===== src/rtl/rot_pkg.sv =====
// rot_pkg: shared types and helpers for the rotate sequencer.
//   state_t   : sequencer states (ST_IDLE, ST_RUN, ST_DONE)
//   DIR_LEFT / DIR_RIGHT : direction encoding of the dir input
//   rot1()    : one single-bit rotate of a ROT_WIDTH vector
package rot_pkg;

   localparam int unsigned ROT_WIDTH = 8;
   localparam int unsigned ROT_CNT_W = 3;

   localparam logic DIR_LEFT  = 1'b0;
   localparam logic DIR_RIGHT = 1'b1;

   typedef enum logic [1:0] {
      ST_IDLE = 2'd0,
      ST_RUN  = 2'd1,
      ST_DONE = 2'd2
   } state_t;

   // Right: bit i takes bit i+1, MSB takes bit 0. Left: the mirror image.
   function automatic logic [ROT_WIDTH-1:0] rot1(input logic [ROT_WIDTH-1:0] v,
                                                  input logic                 right);
      if (right == DIR_RIGHT) begin
         rot1 = {v[0], v[ROT_WIDTH-1:1]};
      end else begin
         rot1 = {v[ROT_WIDTH-2:0], v[ROT_WIDTH-1]};
      end
   endfunction

endpackage


===== src/rtl/rot_flag_gen.sv =====
// rot_flag_gen: combinational status flags for a data word.
//   value  : word to inspect
//   zero_c : value == 0
//   msb_c  : value[WIDTH-1]
module rot_flag_gen #(
   parameter int unsigned WIDTH = 8
) (
   input  logic [WIDTH-1:0] value,
   output logic             zero_c,
   output logic             msb_c
);

   assign zero_c = (value == '0);
   assign msb_c  = value[WIDTH-1];

endmodule


===== src/rtl/rotate_seq_ctrl.sv =====
// rotate_seq_ctrl: multi-cycle rotate sequencer, one single-bit rotate per clock.
//   clk, rst           : clock, asynchronous active-high reset
//   in_valid/in_ready  : request handshake (a, dir, amount)
//   out_valid/out_ready: result handshake (result, zero, msb)
//   busy               : sequencer not idle
// Optional macro ROT_SHORTPATH_EN: amounts above WIDTH/2 are executed as
// WIDTH-amount steps in the opposite direction (same result, lower latency).
module rotate_seq_ctrl
   import rot_pkg::*;
#(
   parameter int unsigned WIDTH = ROT_WIDTH,
   parameter int unsigned CNT_W = ROT_CNT_W
) (
   input  logic             clk,
   input  logic             rst,
   input  logic             in_valid,
   output logic             in_ready,
   input  logic [WIDTH-1:0] a,
   input  logic             dir,
   input  logic [CNT_W-1:0] amount,
   output logic             out_valid,
   input  logic             out_ready,
   output logic [WIDTH-1:0] result,
   output logic             zero,
   output logic             msb,
   output logic             busy
);

   state_t           state;
   logic [WIDTH-1:0] work;
   logic             dir_q;
   logic [CNT_W-1:0] cnt;

   logic [WIDTH-1:0] step_val;
   logic [WIDTH-1:0] flag_src;
   logic             flag_zero;
   logic             flag_msb;
   logic             accept;
   logic             acc_dir;
   logic [CNT_W-1:0] acc_cnt;

   assign step_val = rot1(work, dir_q);
   assign accept   = in_valid && in_ready;

   // Flags come from the raw operand on a zero-amount accept, else from the final step.
   assign flag_src = (state == ST_IDLE) ? a : step_val;

   rot_flag_gen #(.WIDTH(WIDTH)) u_flags (
      .value  (flag_src),
      .zero_c (flag_zero),
      .msb_c  (flag_msb)
   );

   // Direction and step count latched at accept.
   always_comb begin
      acc_dir = dir;
      acc_cnt = amount;
`ifdef ROT_SHORTPATH_EN
      if (amount > CNT_W'(WIDTH / 2)) begin
         acc_dir = ~dir;
         acc_cnt = CNT_W'(WIDTH - 32'(amount));
      end
`endif
   end

   // Sequencer state, datapath and registered outputs.
   always_ff @(posedge clk or posedge rst) begin
      if (rst) begin
         state     <= ST_IDLE;
         work      <= '0;
         dir_q     <= DIR_LEFT;
         cnt       <= '0;
         result    <= '0;
         zero      <= 1'b0;
         msb       <= 1'b0;
         out_valid <= 1'b0;
         busy      <= 1'b0;
         in_ready  <= 1'b1;
      end else begin
         case (state)
            ST_IDLE: begin
               if (accept) begin
                  work     <= a;
                  dir_q    <= acc_dir;
                  cnt      <= acc_cnt;
                  in_ready <= 1'b0;
                  busy     <= 1'b1;
                  if (acc_cnt == '0) begin
                     state     <= ST_DONE;
                     out_valid <= 1'b1;
                     result    <= a;
                     zero      <= flag_zero;
                     msb       <= flag_msb;
                  end else begin
                     state <= ST_RUN;
                  end
               end
            end

            ST_RUN: begin
               work <= step_val;
               cnt  <= cnt - CNT_W'(1);
               if (cnt == CNT_W'(1)) begin
                  state     <= ST_DONE;
                  out_valid <= 1'b1;
                  result    <= step_val;
                  zero      <= flag_zero;
                  msb       <= flag_msb;
               end
            end

            ST_DONE: begin
               if (out_ready) begin
                  state     <= ST_IDLE;
                  out_valid <= 1'b0;
                  busy      <= 1'b0;
                  in_ready  <= 1'b1;
               end
            end

            default: begin
               state     <= ST_IDLE;
               out_valid <= 1'b0;
               busy      <= 1'b0;
               in_ready  <= 1'b1;
            end
         endcase
      end
   end

endmodule


===== config.mk =====
export PLATFORM = sky130hd
export DESIGN_NAME = rotate_seq_ctrl
export DESIGN_NICKNAME = d
export VERILOG_FILES = /design/src/rtl/rot_pkg.sv /design/src/rtl/rot_flag_gen.sv /design/src/rtl/rotate_seq_ctrl.sv
export SDC_FILE = /design/constraint.sdc
export NUM_CORES = 1
export LEC_CHECK = 0
export ABC_AREA = 1
export ABC_CLOCK_PERIOD_IN_PS = 1850
export CAP_MARGIN = 20
export CORE_MARGIN = 2
export CORE_UTILIZATION = 45
export CTS_BUF_LIST = sky130_fd_sc_hd__clkbuf_4 sky130_fd_sc_hd__clkbuf_8
export DETAILED_ROUTE_END_ITERATION = 7
export GPL_TIMING_DRIVEN = 0
export PLACE_DENSITY_LB_ADDON = 0.05
export REMOVE_ABC_BUFFERS = 1
export SYNTH_ARGS = -nofsm -noshare
export SYNTH_HDL_FRONTEND = slang
export SYNTH_HIERARCHICAL = 1
export SYNTH_SLANG_ARGS = --single-unit
export TNS_END_PERCENT = 10

===== constraint.sdc =====
create_clock -name clk -period 1.85 [get_ports clk]
set_input_delay 0.555 -clock clk [delete_from_list [all_inputs] [get_ports clk]]
set_output_delay 0.555 -clock clk [all_outputs]
set_load 0.02 [all_outputs]

Word level (Yosys, flattened, before mapping)
Index checks and enable logic that the tools add are counted.

Add/sub/neg operators: 1. Equal/unequal tests: 7. Mux-type cells: 33. Bitwise operators: 1. Reductions and logical operators: 11.

Operators with widths (number): 2-to-1 mux 8 bit (6); case mux 8 bit (2 select lines) (2); 2-to-1 mux 1 bit (13); case mux 1 bit (3 select lines) (3); zero test 8 bit (1); 2-to-1 mux 2 bit (4); AND reduction 4 bit (2); != test 2 bit, second input constant (3); case mux 2 bit (3 select lines) (1); case mux 3 bit (2 select lines) (1); AND reduction 3 bit (2); case mux 1 bit (2 select lines) (2); AND reduction 2 bit (2); == test 3 x 1 -> 1 bit, second input constant (1); zero test 3 bit (1); 2-to-1 mux 3 bit (1); subtractor 3 x 1 -> 3 bit, second input constant (1); == test 2 x 1 -> 1 bit, second input constant (1); == test 2 bit, second input constant (1); zero test 2 bit (1); != test 2 x 1 -> 1 bit, second input constant (1); nonzero test 2 bit (1); logical AND 1 bit (1); NOT 1 bit (1).

Register bits after elaboration: 27. Input port bits: 16. Output and inout bits: 13.

Longest topological paths before layout
Depth in word-level cells: 6. Depth in mapped cells: 10. Gate-level depth less buffers: 9.

Hierarchy
Netlist, hierarchy kept.

Modules (own cells, without submodules): rotate_seq_ctrl (times used 1, cells each 196, area an instance 1488.9 um^2); rot_flag_gen (times used 1, cells each 8, area an instance 33.8 um^2).

Least setup slack after synthesis
No wires, ideal clock.

Path type: reg-to-reg. From: register state[1]. To: register zero. Library setup time: 0.065 ns. Arrival time: 1.432 ns. Slack: 0.352 ns. Stages on the path, launching flop included: 9. Buffers on the path: 1. Clock period less this slack: 1.498 ns. Cells stage by stage: dfrtp_1 nor2_2 buf_6 mux2_2 nor2_1 nand2_1 nor2_1 nand4_1 nand2_1.

Cells in the longest elaborated chain, start to end: 6.

Ends and longest elaborated chain: start, declared (RTL line rotate_seq_ctrl.sv:29) `state_t state;`; start signal, assigned (RTL line rotate_seq_ctrl.sv:69) `state <= ST_IDLE;`; start signal, assigned (RTL line rotate_seq_ctrl.sv:89) `state <= ST_DONE;`; start signal, assigned (RTL line rotate_seq_ctrl.sv:95) `state <= ST_RUN;`; zero test 2 bit * (RTL line rotate_seq_ctrl.sv:46) `assign flag_src = (state == ST_IDLE) ? a : step_val;`; 2-to-1 mux 8 bit * (RTL line rotate_seq_ctrl.sv:46); net flag_src[7] (RTL line rotate_seq_ctrl.sv:35) `logic [WIDTH-1:0] flag_src;`; zero test 8 bit * (RTL line rot_flag_gen.sv:13) `assign zero_c = (value == '0);`; net flag_zero (RTL line rotate_seq_ctrl.sv:36) `logic flag_zero;`; 2-to-1 mux 1 bit (RTL line rotate_seq_ctrl.sv:88) `if (acc_cnt == '0) begin`; 2-to-1 mux 1 bit (RTL line rotate_seq_ctrl.sv:82) `if (accept) begin`; case mux 1 bit (2 select lines) * (RTL line rotate_seq_ctrl.sv:80) `case (state)`; end signal, assigned (RTL line rotate_seq_ctrl.sv:92) `zero <= flag_zero;`; end signal, assigned (RTL line rotate_seq_ctrl.sv:107) `zero <= flag_zero;`; end, declared (RTL line rotate_seq_ctrl.sv:24) `output logic zero,`.

Mark *: on every way through the listed nets, which the timed path passes. The rest lies on a longest branch. The select of a mux whose other input is x is not followed. A chain may end at the register's enable or synchronous reset.

Final worst setup path
From: register in_ready. To: output in_ready.

RTL lines: start, declared (RTL line rotate_seq_ctrl.sv:17) `output logic in_ready,`; start signal, assigned (RTL line rotate_seq_ctrl.sv:78) `in_ready <= 1'b1;`; start signal, assigned (RTL line rotate_seq_ctrl.sv:86) `in_ready <= 1'b0;`; start signal, assigned (RTL line rotate_seq_ctrl.sv:117) `in_ready <= 1'b1;`.

No word-level cell between the ends.

==> reports/summary.txt <==
CP top delay family - flip-flops
Distinct cells, synth - 24
Critical Path Source Type - flip-flop
Syn Area/Cell - 7.46 sq um
Vias per cell - 5.11
Per-cell routed wire length - 13.6 um
CTS sink cnt - 27
Nets - 257
Initial Util - 46.4%
Num CTS Buffers - 3
Critical path class - reg -> out
Die Y - 62.2 um
Clk_skew - 0.00451 ns
# IOs - 29
Warnings, synthesis - 6
Highest routed metal layer - met4
Reg2reg setup slack - 0.12 ns
Hold_buf cts - 0
Fmax - 560 MHz
Final HPWL DP - 2.55 mm
Max Cap Violations - 0
# H-tree levels - 1
Final Critical Period - 1.78 ns
Core area - 3280 sq um
1st-iter DRT viols - 90
Root Driver - clkbuf_4
Total die area - 3870 sq um
Relative slew slack - 58.4%
Port buffer count - 28
Rows - 21
Flops & latches, synth - 27
Metal1 wirelength - 1.71 mm
Clock-pin slew of the registers on the worst-case setup and hold paths - 0.15 ns
Top-area cell type share of the netlist area - 42.7%
CTS tree - built
Global route overflow - 0
Post-place setup slack - -0.566 ns
Critical path arrival - 1.23 ns
Data required, critical path - 1.29 ns
RSZ-0062 raised after global routing - no
Routed Antenna Nets - 0
# setup viols final - 0
Final Util - 58.2%
Filler cells - 316
1st-pass router iterations - 4
Met3 wire len - 198 um
Status - completed
Die width - 62.2 um
Total global-route track usage - 21.3%
LEAKAGE - 0.00103 uW
CP max stage cell - dfstp_2
Synthesized area - 1520 sq um
Worst hold path class - in -> async
Slew at the pin closest to its max-slew limit - 0.624 ns
ANT cells - 0
WL final - 3.85 mm
Mapped Cells - 204
Number of remaining DRC errors - 0
Crit-path cells - dlygate4sd2_1
Initial antenna violation count - 0
Final Wtd Congestion - 0.889
Share of cells above drive strength 1 - 14.3%
Sequential area share after synthesis - 44.5%
Slew Limit Fails - 0
Top cells by area, synth - dfrtp_1 43%, nand2_1 27%, mux2_2 5.9%
Yosys top cell by area - dfrtp_1
Met2 routed WL - 1.86 mm
Maximum fanout along the worst path - 4
Final setup margin - 0.0655 ns
Maximum vdd drop - 730 uV
Pin count of the biggest net entering global routing - 28
Pwr Density - 1770 nW/um^2
Final hold vios - 0
Worst Path Buf+Inv - 1
Maximum single-stage delay on the critical path - 0.57 ns
Number of global-route vias before repair - 1400
CP endpoint kind - output pin
Via count - 1452
Fin crit share - 96.5%
Layout area overhead - 25.6%
Worst skew pair latency - 0.33 ns
Worst-case clock buffer depth - 2
First-pass GRT wire length - 6.60 mm
[cells in the final DEF (no fill, tap or decap), types with 6 or more instances in the layout]
cell type	netlist	routed
dfrtp_1	26	25
mux2_2	8	8
buf_4	4	6
nand3_1	9	9
o21ai_0	6	6
dlygate4sd2_1	0	13
inv_1	8	8
clkdlybuf4s50_1	0	15
nand2_1	109	109
nor2_1	11	11
[cell usage after synthesis, drive strengths merged]
library cell and count:
dfrtp 26, nand4 2, inv 11, nand3b 1, clkinv 1, buf 7, a21oi 2, dfstp 1
nand3 10, ha 2, o21bai 1, mux2 8, nand2 112, o211ai 1, nor2 13, o21ai 6
[worst paths after layout]
path / start / endpoint / cells past startpoint
hold reg to reg: msb / msb / 2
setup / recovery: in_ready / in_ready / 1
hold / removal: rst / state[1] / 2
min in group clk: msb / msb / 2
setup reg to reg: state[1] / zero / 7
max in group asynchronous: rst / in_ready / 3
[kinds of logic after synthesis]
kind of cell | synth area share (%)
fa+ha+maj | 1.64
mux | 5.92
compound gates | 4.36
flops | 44.5
simple gates | 36.9
buf+inv | 6.74
[where the power goes]
part / switching (uW) / total, uW / internal (uW)
Combinational: 1260 / 2030 / 763
Sequential: 216 / 1100 / 880
Clock: 180 / 261 / 81.2
Total: 1660 / 3380 / 1720
[per-layer routing]
| metal | GRT usage [%] | vias to the layer above |
|---|---|---|
| met5 | 0 | - |
| met4 | 9.44 | 0 |
| met3 | 3.80 | 10 |
| met2 | 32.9 | 47 |
| met1 | 29.4 | 693 |
| li1 | - | 702 |
[timing repair]
item / in CTS / in global routing
cloned: 1 / 1
resized for setup: 14 / 2
pin swaps: 1 / 1
setup endpoints to repair: 33 / 1
buffers inserted: 3 / 3
[sequential cells by signal, indices dropped and copies added (netlist names)]
register and flops:
work 8, cnt 3, busy 1, zero 1
dir_q 1, msb 1, out_valid 1, state 2
result 8, in_ready 1
[cell type report]
| cell class | instances | area [sq um] | share of cell area [%] |
|---|---|---|---|
| inverters | 12 | 48.8 | 2.55 |
| flip-flops and latches | 27 | 678 | 35.5 |
| repair buffers | 35 | 337 | 17.6 |
| clock buffers | 3 | 22.5 | 1.18 |
| well taps | 46 | 57.6 | 3.01 |
| clock inverters | 1 | 5.00 | 0.262 |
| multi-input cells | 160 | 763 | 39.9 |
[through the flow]
| step | cell area [sq um] | cells | TNS (ns) | hold WS, ns | power [uW] |
|---|---|---|---|---|---|
| floorplan | 1470 | 197 | 0 | 0.471 | 2390 |
| detailed placement | 1800 | 271 | -11.48 | 0.465 | 3020 |
| CTS | 1850 | 279 | -0.000129 | 0.491 | 3300 |
| finish | 1910 | 284 | 0 | 0.419 | 3380 |
| global route | 1910 | 284 | 0 | 0.413 | 3720 |
| global placement | 1800 | 271 | -9.76 | 0.461 | 2970 |
Power figures use the tool's default switching activity.
